$ cat config.mk
export PLATFORM = sky130hd
export DESIGN_NAME = hazard_ctrl_flat
export DESIGN_NICKNAME = d
export VERILOG_FILES = /design/src/rtl/hazard_ctrl_if.sv /design/src/rtl/hazard_ctrl.sv /design/src/flat_wrapper.sv
export SDC_FILE = /design/constraint.sdc
export NUM_CORES = 1
export LEC_CHECK = 0
export CAP_MARGIN = 10
export CORE_AREA = 3 3 40 42
export DETAILED_ROUTE_END_ITERATION = 6
export DIE_AREA = 0 0 43 45
export GPL_ROUTABILITY_DRIVEN = 0
export PLACE_DENSITY = 0.64
export SETUP_SLACK_MARGIN = 0.02
export SKIP_LAST_GASP = 1
export SLEW_MARGIN = 20
export SYNTH_ARGS = -nofsm -noshare
export SYNTH_HDL_FRONTEND = slang
export SYNTH_SLANG_ARGS = --single-unit
$ cat constraint.sdc
create_clock -name clk -period 2.2 [get_ports clk]
set_input_delay 0.44 -clock clk [delete_from_list [all_inputs] [get_ports clk]]
set_output_delay 0.44 -clock clk [all_outputs]
set_load 0.02 [all_outputs]
$ cat src/rtl/hazard_ctrl_if.sv
// hazard_ctrl_if: groups the pipeline-to-hazard-unit signals.
//   master : pipeline side (drives register ids, load/branch flags and the
//            cache request/response handshakes; receives stage enables)
//   slave  : hazard controller side
interface hazard_ctrl_if;

    // Register ids (rv32i_reg)
    logic [4:0] rs1_ID;
    logic [4:0] rs2_ID;
    logic [4:0] rd_EX;

    // Instruction status from EX
    logic       mem_read_EX;
    logic       br_taken_EX;

    // Cache handshakes (response is a one-cycle pulse)
    logic       imem_read;
    logic       imem_resp;
    logic       dmem_access;
    logic       dmem_resp;

    // Stage register enables and bubble insertion
    logic       load_pc;
    logic       load_IF_ID;
    logic       load_ID_EX;
    logic       load_EX_MEM;
    logic       load_MEM_WB;
    logic       flush_IF_ID;
    logic       flush_ID_EX;

    modport master (
        output rs1_ID, rs2_ID, rd_EX, mem_read_EX, br_taken_EX,
               imem_read, imem_resp, dmem_access, dmem_resp,
        input  load_pc, load_IF_ID, load_ID_EX, load_EX_MEM, load_MEM_WB,
               flush_IF_ID, flush_ID_EX
    );

    modport slave (
        input  rs1_ID, rs2_ID, rd_EX, mem_read_EX, br_taken_EX,
               imem_read, imem_resp, dmem_access, dmem_resp,
        output load_pc, load_IF_ID, load_ID_EX, load_EX_MEM, load_MEM_WB,
               flush_IF_ID, flush_ID_EX
    );

endinterface : hazard_ctrl_if

$ cat src/rtl/hazard_ctrl.sv
// hazard_ctrl: stall/flush controller for a 5-stage RV32I pipeline.
// Priority: cache stall (full freeze) > taken branch (flush IF/ID and ID/EX)
//           > load-use (one bubble into ID/EX) > normal flow.
// Stage controls are combinational from current inputs and state.
// Optional build macro HAZARD_PERF_CNT_EN adds three 32-bit event counters
// (mem_stall_cnt, lu_stall_cnt, flush_cnt); the default build omits them.
module hazard_ctrl (
    input  logic              clk,
    input  logic              rst,
    hazard_ctrl_if.slave      hz
`ifdef HAZARD_PERF_CNT_EN
    ,
    output logic [31:0]       mem_stall_cnt,
    output logic [31:0]       lu_stall_cnt,
    output logic [31:0]       flush_cnt
`endif
);

    typedef enum logic [1:0] {
        RUN       = 2'd0,
        MEM_WAIT  = 2'd1,
        LU_BUBBLE = 2'd2
    } state_e;

    state_e state_q, state_d;
    logic   imem_done_q, imem_done_d;
    logic   dmem_done_q, dmem_done_d;

    logic   mem_stall;
    logic   load_use_raw;
    logic   load_use;
    logic   advance;

    logic   load_pc, load_if_id, load_id_ex, load_ex_mem, load_mem_wb;
    logic   flush_if_id, flush_id_ex;

    // Hazard detection: outstanding cache requests and load-use dependency.
    // A *_done flag remembers a response that arrived while the pipeline was
    // frozen for the other cache, so that request no longer blocks.
    always_comb begin
        mem_stall    = (hz.imem_read   & ~(hz.imem_resp | imem_done_q))
                     | (hz.dmem_access & ~(hz.dmem_resp | dmem_done_q));
        load_use_raw = hz.mem_read_EX & (hz.rd_EX != 5'd0)
                     & ((hz.rd_EX == hz.rs1_ID) | (hz.rd_EX == hz.rs2_ID));
        // The bubble has already been inserted; EX may still hold the stale
        // load for this cycle, so never insert a second one.
        load_use     = load_use_raw & (state_q != LU_BUBBLE);
    end

    // Stage enables and flushes, chosen by priority.
    // NOTE: every output gets a default first so no path leaves a latch.
    always_comb begin
        load_pc     = 1'b1;
        load_if_id  = 1'b1;
        load_id_ex  = 1'b1;
        load_ex_mem = 1'b1;
        load_mem_wb = 1'b1;
        flush_if_id = 1'b0;
        flush_id_ex = 1'b0;
        if (rst) begin
            load_pc     = 1'b0;
            load_if_id  = 1'b0;
            load_id_ex  = 1'b0;
            load_ex_mem = 1'b0;
            load_mem_wb = 1'b0;
            flush_if_id = 1'b1;
            flush_id_ex = 1'b1;
        end else if (mem_stall) begin
            load_pc     = 1'b0;
            load_if_id  = 1'b0;
            load_id_ex  = 1'b0;
            load_ex_mem = 1'b0;
            load_mem_wb = 1'b0;
        end else if (hz.br_taken_EX) begin
            flush_if_id = 1'b1;
            flush_id_ex = 1'b1;
        end else if (load_use) begin
            load_pc     = 1'b0;
            load_if_id  = 1'b0;
            flush_id_ex = 1'b1;
        end
    end

    assign advance        = load_mem_wb;

    assign hz.load_pc     = load_pc;
    assign hz.load_IF_ID  = load_if_id;
    assign hz.load_ID_EX  = load_id_ex;
    assign hz.load_EX_MEM = load_ex_mem;
    assign hz.load_MEM_WB = load_mem_wb;
    assign hz.flush_IF_ID = flush_if_id;
    assign hz.flush_ID_EX = flush_id_ex;

    // Next state for the FSM and the cache done flags.
    always_comb begin
        state_d     = state_q;
        imem_done_d = imem_done_q;
        dmem_done_d = dmem_done_q;

        if (mem_stall)
            state_d = MEM_WAIT;
        else if (hz.br_taken_EX)
            state_d = RUN;
        else if (load_use)
            state_d = LU_BUBBLE;
        else
            state_d = RUN;

        if (advance) begin
            imem_done_d = 1'b0;
            dmem_done_d = 1'b0;
        end else begin
            if (hz.imem_resp) imem_done_d = 1'b1;
            if (hz.dmem_resp) dmem_done_d = 1'b1;
        end
    end

    // State registers; synchronous reset also discards a same-cycle response.
    // NOTE: sequential state uses non-blocking assignment only.
    always_ff @(posedge clk) begin
        if (rst) begin
            state_q     <= RUN;
            imem_done_q <= 1'b0;
            dmem_done_q <= 1'b0;
        end else begin
            state_q     <= state_d;
            imem_done_q <= imem_done_d;
            dmem_done_q <= dmem_done_d;
        end
    end

`ifdef HAZARD_PERF_CNT_EN
    logic [31:0] mem_stall_cnt_q, mem_stall_cnt_d;
    logic [31:0] lu_stall_cnt_q,  lu_stall_cnt_d;
    logic [31:0] flush_cnt_q,     flush_cnt_d;

    // Event counters: freeze cycles, load-use bubbles, branch flushes.
    // Each wraps naturally from all-ones to zero.
    always_comb begin
        mem_stall_cnt_d = mem_stall_cnt_q;
        lu_stall_cnt_d  = lu_stall_cnt_q;
        flush_cnt_d     = flush_cnt_q;
        if (mem_stall)
            mem_stall_cnt_d = mem_stall_cnt_q + 32'd1;
        else if (hz.br_taken_EX)
            flush_cnt_d     = flush_cnt_q + 32'd1;
        else if (load_use)
            lu_stall_cnt_d  = lu_stall_cnt_q + 32'd1;
    end

    // Counter registers, cleared by reset.
    always_ff @(posedge clk) begin
        if (rst) begin
            mem_stall_cnt_q <= 32'd0;
            lu_stall_cnt_q  <= 32'd0;
            flush_cnt_q     <= 32'd0;
        end else begin
            mem_stall_cnt_q <= mem_stall_cnt_d;
            lu_stall_cnt_q  <= lu_stall_cnt_d;
            flush_cnt_q     <= flush_cnt_d;
        end
    end

    assign mem_stall_cnt = mem_stall_cnt_q;
    assign lu_stall_cnt  = lu_stall_cnt_q;
    assign flush_cnt     = flush_cnt_q;
`endif

endmodule : hazard_ctrl

$ cat src/flat_wrapper.sv
// flat-port wrapper written by rule: the top's interface ports become plain ports
module hazard_ctrl_flat 
  (clk, rst, hz_rs1_ID, hz_rs2_ID, hz_rd_EX, hz_mem_read_EX, hz_br_taken_EX, hz_imem_read, hz_imem_resp, hz_dmem_access, hz_dmem_resp, hz_load_pc, hz_load_IF_ID, hz_load_ID_EX, hz_load_EX_MEM, hz_load_MEM_WB, hz_flush_IF_ID, hz_flush_ID_EX);
  hazard_ctrl_if hz_i ();
  input  logic clk;
  input  logic rst;
  input wire logic [$bits(hz_i.rs1_ID)-1:0] hz_rs1_ID;
  input wire logic [$bits(hz_i.rs2_ID)-1:0] hz_rs2_ID;
  input wire logic [$bits(hz_i.rd_EX)-1:0] hz_rd_EX;
  input wire logic [$bits(hz_i.mem_read_EX)-1:0] hz_mem_read_EX;
  input wire logic [$bits(hz_i.br_taken_EX)-1:0] hz_br_taken_EX;
  input wire logic [$bits(hz_i.imem_read)-1:0] hz_imem_read;
  input wire logic [$bits(hz_i.imem_resp)-1:0] hz_imem_resp;
  input wire logic [$bits(hz_i.dmem_access)-1:0] hz_dmem_access;
  input wire logic [$bits(hz_i.dmem_resp)-1:0] hz_dmem_resp;
  output wire logic [$bits(hz_i.load_pc)-1:0] hz_load_pc;
  output wire logic [$bits(hz_i.load_IF_ID)-1:0] hz_load_IF_ID;
  output wire logic [$bits(hz_i.load_ID_EX)-1:0] hz_load_ID_EX;
  output wire logic [$bits(hz_i.load_EX_MEM)-1:0] hz_load_EX_MEM;
  output wire logic [$bits(hz_i.load_MEM_WB)-1:0] hz_load_MEM_WB;
  output wire logic [$bits(hz_i.flush_IF_ID)-1:0] hz_flush_IF_ID;
  output wire logic [$bits(hz_i.flush_ID_EX)-1:0] hz_flush_ID_EX;
  assign hz_i.rs1_ID = hz_rs1_ID;
  assign hz_i.rs2_ID = hz_rs2_ID;
  assign hz_i.rd_EX = hz_rd_EX;
  assign hz_i.mem_read_EX = hz_mem_read_EX;
  assign hz_i.br_taken_EX = hz_br_taken_EX;
  assign hz_i.imem_read = hz_imem_read;
  assign hz_i.imem_resp = hz_imem_resp;
  assign hz_i.dmem_access = hz_dmem_access;
  assign hz_i.dmem_resp = hz_dmem_resp;
  assign hz_load_pc = hz_i.load_pc;
  assign hz_load_IF_ID = hz_i.load_IF_ID;
  assign hz_load_ID_EX = hz_i.load_ID_EX;
  assign hz_load_EX_MEM = hz_i.load_EX_MEM;
  assign hz_load_MEM_WB = hz_i.load_MEM_WB;
  assign hz_flush_IF_ID = hz_i.flush_IF_ID;
  assign hz_flush_ID_EX = hz_i.flush_ID_EX;
  hazard_ctrl u_core (.clk(clk), .rst(rst), .hz(hz_i));
endmodule
==> out/summary.txt, run 1 <==
First-pass GRT wire length -> 1.45 mm
Cell Rows -> 13
Critical path arrival -> 1690 ps
Final Max Tran Viols -> 0
P_sw -> 0.0920 mW
Startpoint Class -> input pin
All-Layer GR Usage -> 0.0989
CTS HTree Levels -> 1
R2R Path Start -> u_core.imem_done_q
Flop-to-flop setup slack -> 910 ps
Busiest grt layer -> met2
Vias -> 433
Initial antenna violation count -> 0
Max Fanout on Critical Path -> 3
Drt total wl -> 1.06 mm
Combinational share of power -> 0.450
Post-synthesis sequential area ratio -> 0.243
Min-delay src -> u_core.imem_done_q
Slowest CP cell -> o311a_1
Worst hold slack -> 540 ps
Number of port buffers -> 29
Fraction of power spent switching nets -> 0.299
Layout cells sized above 1 -> 0.458
Critical-path cell list -> dlygate4sd2_1 -> xor2_1 -> nor3_2 -> a22oi_2 -> o311a_1 -> buf_6
Area Overhead vs Synth -> 132%
Total power -> 0.307 mW
Most frequent cells in the layout -> 14 x buf_4, 9 x xor2_1, 7 x clkdlybuf4s50_1
Max Cap Viol -> 0
Pwr dens -> 403 nW/um^2
Hold EP -> u_core.imem_done_q
Fin nets -> 108
Synth warnings -> 0
Syn nets -> 62
Max incr delay on CP -> 400 ps
CP endpoint kind -> output pin
Root Buffer -> clkbuf_4
Peak supply drop -> 0.186 mV
Setup tns final -> 0 ps
Post-Syn Area per Cell -> 8.44 sq um
Met2 usage -> 0.213
Routed Antenna Nets -> 0
DR vias/cell -> 4.42
Crit path max-delay family -> compound AO/OA/AOI/OAI gates
Cell internal pwr -> 0.215 mW
Post-layout min period -> 2130 ps
Met1 usage -> 0.0767
Reg-to-reg endpoint -> u_core.state_q[1]
Register share of total power -> 0.254
Drt first pass iters -> 4
Timing-limited maximum frequency -> 469 MHz
R2r worst-path depth -> 6
Buffer and inverter count on the worst path -> 2
Leakage -> 0.379 nW
Unrepaired setup endpoints after global routing -> no
Status -> complete, no violations
Synthesized area -> 329 sq um
Setup CP Type -> input pin to output pin
Num CTS Buffers -> 3
IO Pins -> 30
Number of global-route vias before repair -> 428
Starting Density -> 0.256
Clock Power Share -> 0.297
Slew Limit Headroom -> 0.820
Critical path depth in cells -> 6
Die X -> 43 microns
CTS sink count -> 4
Synth unique cells -> 14
CP required -> 1760 ps
GR Util met3 -> 0.0518
Initial drt markers -> 5
CORE AREA -> 1280 sq um
Number of hold buffers added after CTS -> 0
Setup Viol. Count Final -> 0
WHS Path Cells -> 2
CTS tree -> done
Class of the worst hold path -> flop to flop
Fin. Hold Viols -> 0
Clock Path Buffers -> 2
Synth Instances -> 39
Post-route setup slack -> 66.9 ps
Die Ht -> 45 microns
DR WL/cell -> 10.8 microns
Clock skew -> 4.73 ps
Drt drc -> 0
Worst-Margin Slew -> 268 ps
Clk_lat worst skew -> 240 ps
Worst-path clk slew -> 40 ps
Most common cell after layout, fill and taps aside -> buf_4
GRT Residual Overflow -> 0
Placement Setup Slack -> -666 ps
Pin count of the biggest net entering global routing -> 5
HPWL after DPL -> 857 microns
Die Area -> 1940 sq um
Finished Core Util -> 0.593
Synth Register Bits -> 4
Final Cycle Share -> 0.970
Antenna fix cells -> 0
## area by class of cell
cell class | count | area, sq um
Fill cell | 127 | 523
Timing Repair Buffer | 44 | 378
Multi-Input combinational cell | 28 | 248
Sequential cell | 4 | 80.1
Clock buffer | 3 | 22.5
Tap cell | 15 | 18.8
Inverter | 4 | 15.0
## cell families after synthesis
| logic type | count (synthesis) | share of synthesized area |
|---|---|---|
| flip-flops | 4 | 0.243 |
| XOR/XNOR | 10 | 0.266 |
| AND/OR/NAND/NOR | 12 | 0.183 |
| buffers and inverters | 7 | 0.114 |
| AO/OA/AOI/OAI | 6 | 0.194 |
## state kept, by name, summed over array words and instances, names as in the netlist
signal / cells
u_core.imem_done_q: 1
u_core.state_q: 2
u_core.dmem_done_q: 1
## synthesized netlist by cell type, drive strengths merged
cell	count	share of area
o31ai	1	0.023
a22oi	2	0.046
or4	1	0.034
buf	3	0.068
o311a	1	0.030
dfxtp	4	0.24
nor4	1	0.019
nand2	1	0.011
a21oi	1	0.015
inv	4	0.046
xor2	10	0.27
nor2	5	0.057
nor3	4	0.061
o221ai	1	0.080
## power by group through the flow
stage / combinational, mW / clock [mW] / sequential (mW)
floorplan: 0.0510 / 0 / 0.0786
global route: 0.148 / 0.0992 / 0.0783
CTS: 0.138 / 0.0940 / 0.0779
global placement: 0.131 / 0 / 0.0788
detailed placement: 0.132 / 0 / 0.0789
finish: 0.138 / 0.0912 / 0.0780
## stage by stage
stage	std cells	instance area, sq um
finish	98	762
global placement	89	683
detailed placement	89	683
global route	98	762
floorplan	39	329
CTS	98	761
## repair_timing
item / CTS / global route
resized for setup: 47 / 17
pin swaps: 7 / 10
setup endpoints to repair: 7 / 7
buffers inserted: 6 / 0
## how the worst max path moves through the flow
stage | start | to
after CTS | hz_rs2_ID[1] | hz_load_pc
after global routing | hz_imem_resp | hz_flush_IF_ID
final | hz_rs1_ID[2] | hz_load_pc
after detailed placement | hz_rd_EX[2] | hz_load_pc
after global placement | hz_rd_EX[2] | hz_load_pc
after floorplan | hz_rd_EX[0] | hz_load_pc
## layer usage
layer | vias to the layer above | wire length [microns]
li1 | 220 | -
met1 | 190 | 378
met2 | 21 | 567
met3 | 2 | 95
met4 | 0 | 15
met5 | - | 0
## worst min-delay path, cell delays in order, from the launching register on
cell,delay [ps]
dfxtp_1,300
nor2_2,130
nor3_1,60
(Power assumes the default switching activity.)
==> run 2: changes to the inputs <==
- CTS_CLUSTER_SIZE: not set -> 8
==> results of run 2 <==
The final DEF is identical to that of run 1; final timing and power are the same.
==> run 3: changes to the inputs <==
- ABC_CLOCK_PERIOD_IN_PS: not set -> 2400
- clock period: 2.2 -> 2.4 ns (I/O delays scaled with it)
==> run 3 against run 2 <==
Net effect: count of clock-buffer cells in the layout unchanged; clock power fell by 9.9%; flip-flop and latch count stayed put; clock skew up 1.8 ps; critical path type unchanged; largest power group unchanged.
==> out/summary.txt, run 3 (synthesis results as in run 1) <==
Status -> complete, no violations
Biggest registers after layout -> u_core.state_q x2, u_core.dmem_done_q x1, u_core.imem_done_q x1
Routed Antenna Nets -> 0
Flop-to-flop setup slack -> 1150 ps
Fin area -> 803 sq um
Antenna fix cells -> 0
Die X -> 43 microns
Fin nets -> 110
Final cell count without fillers -> 100
Post-layout min period -> 2340 ps
Timing-limited maximum frequency -> 428 MHz
Drt drc -> 0
Num CTS Buffers -> 3
Layout cells sized above 1 -> 0.376
Multi-input gate area -> 251 sq um
Drt total wl -> 1.09 mm
Startpoint Class -> input pin
All-Layer GR Usage -> 0.101
Clock Path Buffers -> 2
Critical path arrival -> 1860 ps
CP required -> 1920 ps
CTS tree -> done
Die Area -> 1940 sq um
Vias -> 454
Total power -> 0.288 mW
Number of hold buffers added after CTS -> 0
Clock skew -> 6.51 ps
Die Ht -> 45 microns
Number of global-route vias before repair -> 443
Cell Rows -> 13
First-pass GRT wire length -> 1.47 mm
Drt first pass iters -> 4
Clk_lat worst skew -> 240 ps
Fin. Hold Viols -> 0
CP endpoint kind -> output pin
R2r worst-path depth -> 6
Initial drt markers -> 9
Most frequent cells in the layout -> 17 x buf_4, 13 x clkdlybuf4s50_1, 10 x xor2_1
Setup Viol. Count Final -> 0
CTS sink count -> 4
Hold EP -> u_core.imem_done_q
Number of port buffers -> 29
Class of the worst hold path -> flop to flop
Starting Density -> 0.256
Root Buffer -> clkbuf_4
Pin count of the biggest net entering global routing -> 5
Max reg flops -> 2
Unrepaired setup endpoints after global routing -> no
Most common cell after layout, fill and taps aside -> buf_4
Finished Core Util -> 0.625
Initial antenna violation count -> 0
Register Area -> 80.1 sq um
Worst-Margin Slew -> 218 ps
Slew Limit Headroom -> 0.855
DR vias/cell -> 4.54
R2R Path Start -> u_core.imem_done_q
Leakage -> 0.390 nW
Max Cap Viol -> 0
Final Cycle Share -> 0.974
Fillers -> 115
Min-delay src -> u_core.imem_done_q
Peak supply drop -> 0.169 mV
DR WL/cell -> 10.9 microns
Final Max Tran Viols -> 0
Max Fanout on Critical Path -> 3
CTS HTree Levels -> 1
WHS Path Cells -> 2
IO Pins -> 30
Area Overhead vs Synth -> 144%
CP startpoint -> hz_imem_resp
CORE AREA -> 1280 sq um
Pwr dens -> 358 nW/um^2
HPWL after DPL -> 857 microns
Worst-path clk slew -> 40 ps
GRT Residual Overflow -> 0
Placed Cells -> 89
Reg-to-reg endpoint -> u_core.state_q[1]
Setup CP Type -> input pin to output pin
Biggest register -> u_core.state_q
DP Area -> 683 sq um
==> run 3: layout make-up <==
cell class,instances,area share
Timing Repair Buffer,46,0.517
Multi-Input combinational cell,28,0.313
Sequential cell,4,0.0997
Clock buffer,3,0.0280
Tap cell,15,0.0234
Inverter,4,0.0187
==> run 3: power breakdown <==
group          total, mW  switching (mW)  internal [mW]
sequential        0.0715         0.00158         0.0699
clock             0.0822          0.0264         0.0558
combinational      0.134          0.0570         0.0768
==> run 3: through the flow <==
| stage | worst slack, ps | setup TNS [ps] | hold WS [ps] |
|---|---|---|---|
| CTS | -83.1 | -141 | 548 |
| global route | 17.3 | 0 | 568 |
| global placement | -541 | -2540 | 536 |
| finish | 62.5 | 0 | 540 |
| detailed placement | -546 | -2570 | 543 |
| floorplan | 240 | 0 | 502 |
==> run 3: timing repair <==
action,4_1_cts,5_1_grt
setup buffers,8,0
setup endpoints to repair,7,7
pin swaps,6,6
gates resized for setup,22,17
==> run 3: worst max path at each step <==
stage	endpoint	slack, ps
3_5_place_dp	hz_load_pc	-550
2_1_floorplan	hz_load_pc	240
4_1_cts	hz_load_pc	-80
5_1_grt	hz_load_pc	20
3_3_place_gp	hz_load_pc	-540
6_report	hz_flush_IF_ID	60
==> run 3: critical path, cell delays in order <==
cell and delay [ps]:
clkdlybuf4s50_1 410, nor2_2 120, a22oi_2 110, buf_4 150, a21oi_1 220, inv_1 50, dlygate4sd2_1 310
==> run 3: layer usage <==
metal  vias up  part of all wire  GRT usage
met3         6              0.11     0.0518
met4         0             0.025     0.0361
li1        223                 -          -
met5         -                 0          0
met2        34              0.55      0.210
met1       191              0.32     0.0767
==> variant: new RTL, flow settings as in run 3 <==
Encoding of `state_e`: now one-hot (3 bits for 3 states).
--- a/src/rtl/hazard_ctrl.sv
+++ b/src/rtl/hazard_ctrl.sv
@@ -18,6 +18,6 @@
 
-    typedef enum logic [1:0] {
-        RUN       = 2'd0,
-        MEM_WAIT  = 2'd1,
-        LU_BUBBLE = 2'd2
+    typedef enum logic [2:0] {
+        RUN       = 3'b001,
+        MEM_WAIT  = 3'b010,
+        LU_BUBBLE = 3'b100
     } state_e;
Check against the original RTL: no difference found for any inputs over 10 cycles, from zero or initial values and one cycle with rst high; not proved beyond that.
==> variant against run 3 <==
  * Worst setup slack gained 20 ps
  * Total power up 6.9%
  * Wire length decreased by 5.8%
  * Combinational power fell by 9.7%
  * Cell area fell by 7.0%
  * Register-to-register slack improved by 20 ps
  * Global-route usage up 2.0 points
  * Sequential share of layout area grew 3.4 points
  * Area after synthesis grew 6.8%
  * Critical path type unchanged
  * Clock power up 19%
  * Sequential cell count is 1 higher
==> variant: results (changes against run 3) <==
outcome finished clean; Fin Clk Skew 1.549 ps (-4.960 ps); first-pass GRT wire length 1.669 mm (+14%); routed len/inst 10.19 µm (-6.7%); Max stage delay on crit path 450 ps (+40 ps); hold slack 630.3 ps (+90.23 ps); Compound-Gate Fraction of Synth Area 16.37% (-3.0 points); filler instances 137 (+19%); Area Growth Syn to Fin 112.5%; worst rel slew slack 84.25% (-1.2 points); dpl hpwl 885.5 µm (+3.4%); Hold Path Cell Cnt 3 (+1); initial DRC count 1 (-8); fraction of layout cells with a size suffix above 1 27.91% (-9.7 points); All-Layer GR Usage 12.08% (+2.0 points); Post-CTS Setup Bufs 0 (-8); Top Registers u_core.state_q (3), u_core.dmem_done_q (1), u_core.imem_done_q (1); Worst Hold Launch u_core.dmem_done_q; CP Max Fanout 4 (+1); vias in the first global route 408 (-7.9%); Cell variety after synth 18 (+4); port bufs 29 (unchanged); R2R depth 5 (-1); most frequent cells after synthesis xnor2_1 (10), dfxtp_1 (5), nor2_1 (4); dominant cells by area after synthesis dfxtp_1 (28%), xnor2_1 (25%), buf_4 (6.4%); Seq/Total Area, Yosys 28.47% (+4.1 points); crit path DAT 1840 ps (-20 ps); RR Startpoint u_core.state_q[1]; Pre-antenna DRT Iters 2 (-2)
==> variant: area by class of cell <==
class	count	area share (%)
Timing Repair Buffer	42	48.91
Multi-Input combinational cell	33	30.65
Sequential cell	5	13.40
Clock buffer	4	3.518
Tap cell	15	2.513
Inverter	2	1.005
==> variant: power by group <==
group,total (W),switching [W],internal [W]
logic,0.000121,0.0000492,0.0000715
registers,0.0000886,0.000000934,0.0000877
clock network,0.0000980,0.0000352,0.0000629
==> variant: metrics by stage <==
step	std cells	worst slack, ps
2_1_floorplan	43	165.6
5_1_grt	101	-24.33
6_report	101	82.65
4_1_cts	101	-22.89
3_3_place_gp	97	-525.0
3_5_place_dp	97	-536.1
==> variant: worst paths after layout <==
check,to
worst min register to register,u_core.dmem_done_q
worst max register to register,u_core.state_q[0]
worst max-delay path,hz_load_EX_MEM
worst min-delay path,u_core.dmem_done_q
==> variant: logic make-up (layout without fill, tap and decap cells) <==
logic type,count (synthesis),count (layout)
AO/OA/AOI/OAI,8,8
XOR/XNOR,10,10
flip-flops,5,5
buffers and inverters,5,48
AND/OR/NAND/NOR,15,15
==> variant: repair_timing <==
action / CTS / global route
gates resized for setup: 23 / 5
gates cloned: 0 / 0
pin swaps: 4 / 5
setup endpoints to repair: 7 / 6
==> variant: worst max-delay path: cells and delay by family <==
family          cells  cell delay [ps]
simple gates        2              150
buf+inv             4             1030
compound gates      1              170
==> variant: layer usage <==
layer	GRT usage, %	up-vias	routed length (µm)
li1	-	235	-
met1	14.01	191	436
met2	18.56	13	493
met3	2.789	5	53
met4	10.84	0	46
met5	0	-	0
